File: config.mk
export PLATFORM = sky130hd
export DESIGN_NAME = scope_capture
export DESIGN_NICKNAME = d
export VERILOG_FILES = /design/src/rtl/scope_capture.sv
export SDC_FILE = /design/constraint.sdc
export NUM_CORES = 1
export LEC_CHECK = 0
export BUFFER_PORTS_ARGS = -buffer_cell sky130_fd_sc_hd__buf_2
export CAP_MARGIN = 20
export CORE_UTILIZATION = 30
export DETAILED_ROUTE_END_ITERATION = 7
export PLACE_DENSITY = 0.48
export SETUP_SLACK_MARGIN = 0.15
export SLEW_MARGIN = 20
export SYNTH_ARGS = -nofsm -noshare
export SYNTH_HDL_FRONTEND = slang
export SYNTH_SLANG_ARGS = --single-unit
File: constraint.sdc
create_clock -name clk -period 7.51 [get_ports clk]
set_clock_uncertainty 0.1 [all_clocks]
set_input_delay 1.1265 -clock clk [delete_from_list [all_inputs] [get_ports clk]]
set_output_delay 1.1265 -clock clk [all_outputs]
set_load 0.1 [all_outputs]
File: src/rtl/scope_capture.sv
// Scales, decimates and triggers paired XADC samples into 640-point waveform RAM frames.
// Optional CAPTURE_PEAK_EN: write the peak of each decimation group instead of its last sample.

module scope_capture #(
   parameter int H_POINTS   = 640,
   parameter int MAX_DIV    = 4,
   parameter int TRIG_LEVEL = 8
) (
   input  logic        clk,
   input  logic        rst,
   input  logic        s_valid,
   input  logic [11:0] s_ch1,
   input  logic [11:0] s_ch2,
   input  logic [2:0]  vdiv1,
   input  logic [2:0]  vdiv2,
   input  logic [2:0]  tdiv,
   input  logic        trig_en,
   input  logic        trig_src,
   output logic [9:0]  wr_addr,
   output logic [8:0]  wr_data1,
   output logic [8:0]  wr_data2,
   output logic        we,
   output logic        armed,
   output logic        frame_done
);

   typedef enum logic {ST_ARM, ST_CAPTURE} state_t;

   localparam logic [9:0] LAST_ADDR   = 10'(H_POINTS - 1);
   localparam logic [8:0] TRIG_THRESH = 9'(256 + TRIG_LEVEL);
   localparam logic [8:0] MIDLINE     = 9'd256;

   function automatic logic [2:0] clampCode(input logic [2:0] code);
      return (code > 3'(MAX_DIV)) ? 3'(MAX_DIV) : code;
   endfunction

   function automatic logic [8:0] scaleSample(input logic [11:0] sample, input logic [2:0] code);
      logic [2:0]         c;
      logic signed [12:0] v;
      c = clampCode(code);
      v = $signed({sample[11], sample});
      // Bias negatives so the arithmetic shift truncates toward zero
      if (sample[11]) v = v + ((13'sd1 <<< c) - 13'sd1);
      v = v >>> c;
      if (v > 13'sd255) v = 13'sd255;
      else if (v < -13'sd255) v = -13'sd255;
      v = v + 13'sd256;
      return v[8:0];
   endfunction

   logic       r_s1Valid;
   logic [8:0] r_s1Ch1, r_s1Ch2;
   logic [2:0] r_decCount;
   logic [8:0] r_prev;
   logic [9:0] r_nextAddr;
   state_t     r_state;

   logic [2:0] w_tdivClamp;
   logic       w_accept;
   logic [8:0] w_grp1, w_grp2, w_trigCur;
   logic       w_trigHit;
   state_t     w_stateNext;
   logic       w_doWrite, w_lastWrite;
   logic [9:0] w_writeAddr, w_nextAddrNext;

   always_ff @(posedge clk or negedge rst) begin
      if (!rst) begin
         r_s1Valid <= 1'b0;
         r_s1Ch1   <= MIDLINE;
         r_s1Ch2   <= MIDLINE;
      end else begin
         r_s1Valid <= s_valid;
         if (s_valid) begin
            r_s1Ch1 <= scaleSample(s_ch1, vdiv1);
            r_s1Ch2 <= scaleSample(s_ch2, vdiv2);
         end
      end
   end

   assign w_tdivClamp = clampCode(tdiv);
   assign w_accept    = r_s1Valid && (r_decCount >= w_tdivClamp);

   // A ">=" compare lets a lowered tdiv accept at once instead of waiting for a wrap
   always_ff @(posedge clk or negedge rst) begin
      if (!rst) r_decCount <= 3'd0;
      else if (r_s1Valid) r_decCount <= w_accept ? 3'd0 : r_decCount + 3'd1;
   end

`ifdef CAPTURE_PEAK_EN
   logic       r_grpOpen;
   logic [8:0] r_peak1, r_peak2;

   assign w_grp1 = (r_grpOpen && (r_peak1 > r_s1Ch1)) ? r_peak1 : r_s1Ch1;
   assign w_grp2 = (r_grpOpen && (r_peak2 > r_s1Ch2)) ? r_peak2 : r_s1Ch2;

   always_ff @(posedge clk or negedge rst) begin
      if (!rst) begin
         r_grpOpen <= 1'b0;
         r_peak1   <= MIDLINE;
         r_peak2   <= MIDLINE;
      end else if (r_s1Valid) begin
         r_grpOpen <= !w_accept;
         r_peak1   <= w_grp1;
         r_peak2   <= w_grp2;
      end
   end
`else
   assign w_grp1 = r_s1Ch1;
   assign w_grp2 = r_s1Ch2;
`endif

   assign w_trigCur = trig_src ? w_grp2 : w_grp1;
   assign w_trigHit = (r_prev < w_trigCur) && (w_trigCur >= TRIG_THRESH);

   always_ff @(posedge clk or negedge rst) begin
      if (!rst) r_state <= ST_ARM;
      else      r_state <= w_stateNext;
   end

   // Trigger mode is only consulted at frame wrap, so a started frame always completes
   always_comb begin
      w_stateNext    = r_state;
      w_doWrite      = 1'b0;
      w_lastWrite    = 1'b0;
      w_writeAddr    = r_nextAddr;
      w_nextAddrNext = r_nextAddr;
      case (r_state)
         ST_ARM: begin
            if (w_accept && (!trig_en || w_trigHit)) begin
               w_doWrite      = 1'b1;
               w_writeAddr    = 10'd0;
               w_nextAddrNext = 10'd1;
               w_stateNext    = ST_CAPTURE;
            end
         end
         ST_CAPTURE: begin
            if (w_accept) begin
               w_doWrite = 1'b1;
               if (r_nextAddr == LAST_ADDR) begin
                  w_lastWrite    = 1'b1;
                  w_nextAddrNext = 10'd0;
                  w_stateNext    = trig_en ? ST_ARM : ST_CAPTURE;
               end else begin
                  w_nextAddrNext = r_nextAddr + 10'd1;
               end
            end
         end
         default: w_stateNext = ST_ARM;
      endcase
   end

   always_ff @(posedge clk or negedge rst) begin
      if (!rst) begin
         r_nextAddr <= 10'd0;
         r_prev     <= MIDLINE;
         wr_addr    <= 10'd0;
         wr_data1   <= MIDLINE;
         wr_data2   <= MIDLINE;
         we         <= 1'b0;
         armed      <= 1'b0;
         frame_done <= 1'b0;
      end else begin
         r_nextAddr <= w_nextAddrNext;
         we         <= w_doWrite;
         frame_done <= w_lastWrite;
         armed      <= (w_stateNext == ST_ARM);
         if (w_accept) r_prev <= w_trigCur;
         if (w_doWrite) begin
            wr_addr  <= w_writeAddr;
            wr_data1 <= w_grp1;
            wr_data2 <= w_grp2;
         end
      end
   end

endmodule
==> impl_metrics.ini <==
[logic_synthesis]
yosys_warnings = 0
synth_area_mm2 = 0.006376
yosysSeqAreaShare_pct = 28.75
synth_edf_count = 0
syn_nets = 896
yosysUniqueCellTypes = 79
syn_inst = 811
ys_ff_latch = 73
avgSynthCellArea_um2 = 7.862
async_reset_ff_share_pct = 100.0
synthFlopType = dfrtp_1

[clocking]
post_cts_resized = 0
clock_latency_ns = 0.33
cts_setup_buffers = 0
cts_buffers = 9
clk_pin_slew_worst_paths_ns = 0.05
cts.sinks = 73
cts_tree = yes
cts_max_level = 3
root_buffer = clkbuf_16
clk_path_buf_depth = 2
postCtsHoldBufs = 0

[power]
p_sw_share_pct = 51.00
power_leakage_uw = 0.003398
pwr-share-seq_pct = 27.3
ir_drop_v = 0.0001275
comb_power_share_pct = 53.5
power_density_mw_per_mm2 = 321.0
intPower_uw = 1135
p_switching_uw = 1181
clkPwrFrac_pct = 19.2

[critical_path]
criticalPathCategory = input pin to register
crit_path_max_fanout = 11
crit_path_start_kind = input pin
crit_required_ns = 7.60
rr_worst_depth = 11
end_kind = register
worstPathArrival_ns = 5.06

[run_status]
run_status = complete, no violations

[drt]
drc = 0
ant_nets = 0
vias = 5870
wirelength_um = 17400
wl_per_cell_um = 15.49
via_per_inst = 5.227
first_pass_iters = 6
first_iter_violations = 333

[cells_and_area]
n_fill_cell = 2220
drive_above_1_share_pct = 13.72
area_growth_syn_to_layout_pct = 13.13
layout_common_cells = nand2_1 (134), dfrtp_1 (68), buf_2 (67), inv_1 (62), o21ai_0 (57)
num-nets-final = 934
num_antenna_cells = 0
final_common_cell = nand2_1

[timing]
hold_violations = 0
fin_crit_sh_pct = 66.19
period_needed_ns = 4.971
rsz0062_at_grt = false
slew_headroom_pct = 33.41
drv_slew = 0
final-setup-viol-count = 0
tightest_slew_ns = 0.9968
hold_ws_ns = 0.3470
max_freq_mhz = 201.2
tns_ns = 0

[floorplan]
fp.dieW_um = 147.8
fp.dieH_um = 147.8
rows = 52
coreArea_mm2 = 0.02056
dieArea_mm2 = 0.02184
io_pins = 69
start_util_pct = 31.01

[global_route]
grt_max_degree = 74
grt-ovfl-total = 0
grt_pass1_vias = 5608
grt_pass1_wl_um = 29140
track_usage_pct = 16.39
grt_antenna_before_repair = 0

[place]
port_buffers = 68
place_congestion = 0.8559
dp_hpwl_um = 13240

[worst_hold_path]
hold_class = register to register
hold_depth = 2

[run]
drv_cap = 0
worst paths after layout:
check,startpoint,endpoint,slack (ns)
worst max-delay path,vdiv1[1],r_s1Ch1[0]$_DFFE_PN0P_,2.54
worst min-delay path,wr_data2[8]$_DFFE_PN1P_,wr_data2[8]$_DFFE_PN1P_,0.35
worst min register to register,wr_data2[8]$_DFFE_PN1P_,wr_data2[8]$_DFFE_PN1P_,0.35
worst max register to register,r_s1Ch2[7]$_DFFE_PN0P_,r_nextAddr[8]$_DFFE_PN0P_,4.48
max in group asynchronous,rst,wr_addr[9]$_DFFE_PN0P_,5.89
min in group asynchronous,rst,r_decCount[0]$_DFFE_PN0P_,0.83
metal layers:
layer	share of wire [%]	track usage [%]	vias to the layer above	wire (um)
met2	43	25.28	127	7540
met5	0	0	-	0
li1	-	-	3005	-
met3	3.6	1.914	15	621
met1	52	24.11	2723	9032
met4	1.2	4.124	0	203
power groups by stage:
| stage | registers, uW | clock network [uW] | logic [uW] |
|---|---|---|---|
| floorplan | 1100 | 0 | 530 |
| global placement | 638 | 0 | 1240 |
| detailed placement | 639 | 0 | 1250 |
| CTS | 634 | 458 | 1250 |
| global route | 651 | 474 | 1350 |
| finish | 631 | 446 | 1240 |
worst max-delay path: stages:
cell and delay (ns):
buf_2 0.15, inv_1 0.18, or3_1 0.49, ha_1 0.31, inv_1 0.06, fa_1 0.48
a211oi_1 0.34, o21ai_2 0.17, mux2i_1 0.17, or3b_1 0.42, a32oi_1 0.22, nor3b_2 0.25
nand3_1 0.26, o32ai_1 0.35, a31oi_1 0.06
cell families (layout without fill, tap and decap cells):
| family | count (synthesis) | in the layout | share of synthesized area (%) |
|---|---|---|---|
| muxes | 32 | 32 | 6.240 |
| xor gates and xnor gates | 13 | 13 | 1.786 |
| adders and majority gates | 47 | 47 | 9.458 |
| AOI/OAI and AO/OA | 223 | 223 | 23.35 |
| and+or+nand+nor | 316 | 316 | 23.98 |
| buffers and inverters | 107 | 149 | 6.436 |
| DFF | 73 | 73 | 28.75 |
cell usage after synthesis, types with 6 or more instances:
| cell | n | area share, % |
|---|---|---|
| o22ai_1 | 7 | 0.69 |
| a21o_1 | 10 | 1.2 |
| mux2i_1 | 24 | 3.8 |
| a311oi_1 | 7 | 0.96 |
| o21ai_0 | 57 | 4.5 |
| ha_1 | 45 | 8.8 |
| inv_1 | 62 | 3.6 |
| nand2b_1 | 14 | 1.4 |
| nand3_1 | 28 | 2.2 |
| nand3b_1 | 9 | 1.1 |
| nand4_1 | 10 | 0.98 |
| nor3_1 | 15 | 1.2 |
| a211oi_1 | 16 | 1.9 |
| a21oi_1 | 42 | 3.3 |
| dfrtp_1 | 68 | 27 |
| o211ai_1 | 10 | 1.2 |
| o21a_1 | 10 | 1.2 |
| nor2_1 | 48 | 2.8 |
| buf_2 | 6 | 0.47 |
| clkbuf_1 | 33 | 1.9 |
| mux4_2 | 6 | 2.1 |
| or2_2 | 6 | 0.59 |
| and3_1 | 14 | 1.4 |
| xor2_1 | 8 | 1.1 |
| nor2b_1 | 8 | 0.78 |
| a31oi_1 | 9 | 0.88 |
| nand2_1 | 134 | 7.9 |
| or3_1 | 7 | 0.69 |
flip-flops by register name (all words and copies together) (netlist names):
register,flops
frame_done,1
wr_data2,9
r_state,1
r_s1Valid,1
we,1
armed,1
wr_addr,10
r_s1Ch2,9
r_nextAddr,10
r_prev,9
wr_data1,9
r_decCount,3
r_s1Ch1,9
cell type report:
type	instances	area (um2)	area share, %
clock buffers	13	280.3	3.886
well taps	270	337.8	4.683
multi-input cells	631	4133	57.29
repair buffers	69	350.3	4.857
clock inverters	2	35.03	0.4857
flip-flops and latches	73	1833	25.41
inverters	65	244.0	3.382
metrics by stage:
stage	area [um2]	util (%)	std cells	power, uW	setup WS [ns]
final	7213	35.08	1123	2315	2.539
after global routing	7213	35.08	1123	2479	2.320
after CTS	7213	35.08	1123	2341	2.617
after detailed placement	6898	33.55	1108	1885	2.280
after global placement	6898	33.55	1108	1878	2.245
after floorplan	6376	-	811	1630	2.770
No activity file was read; power rests on OpenSTA's default activity.
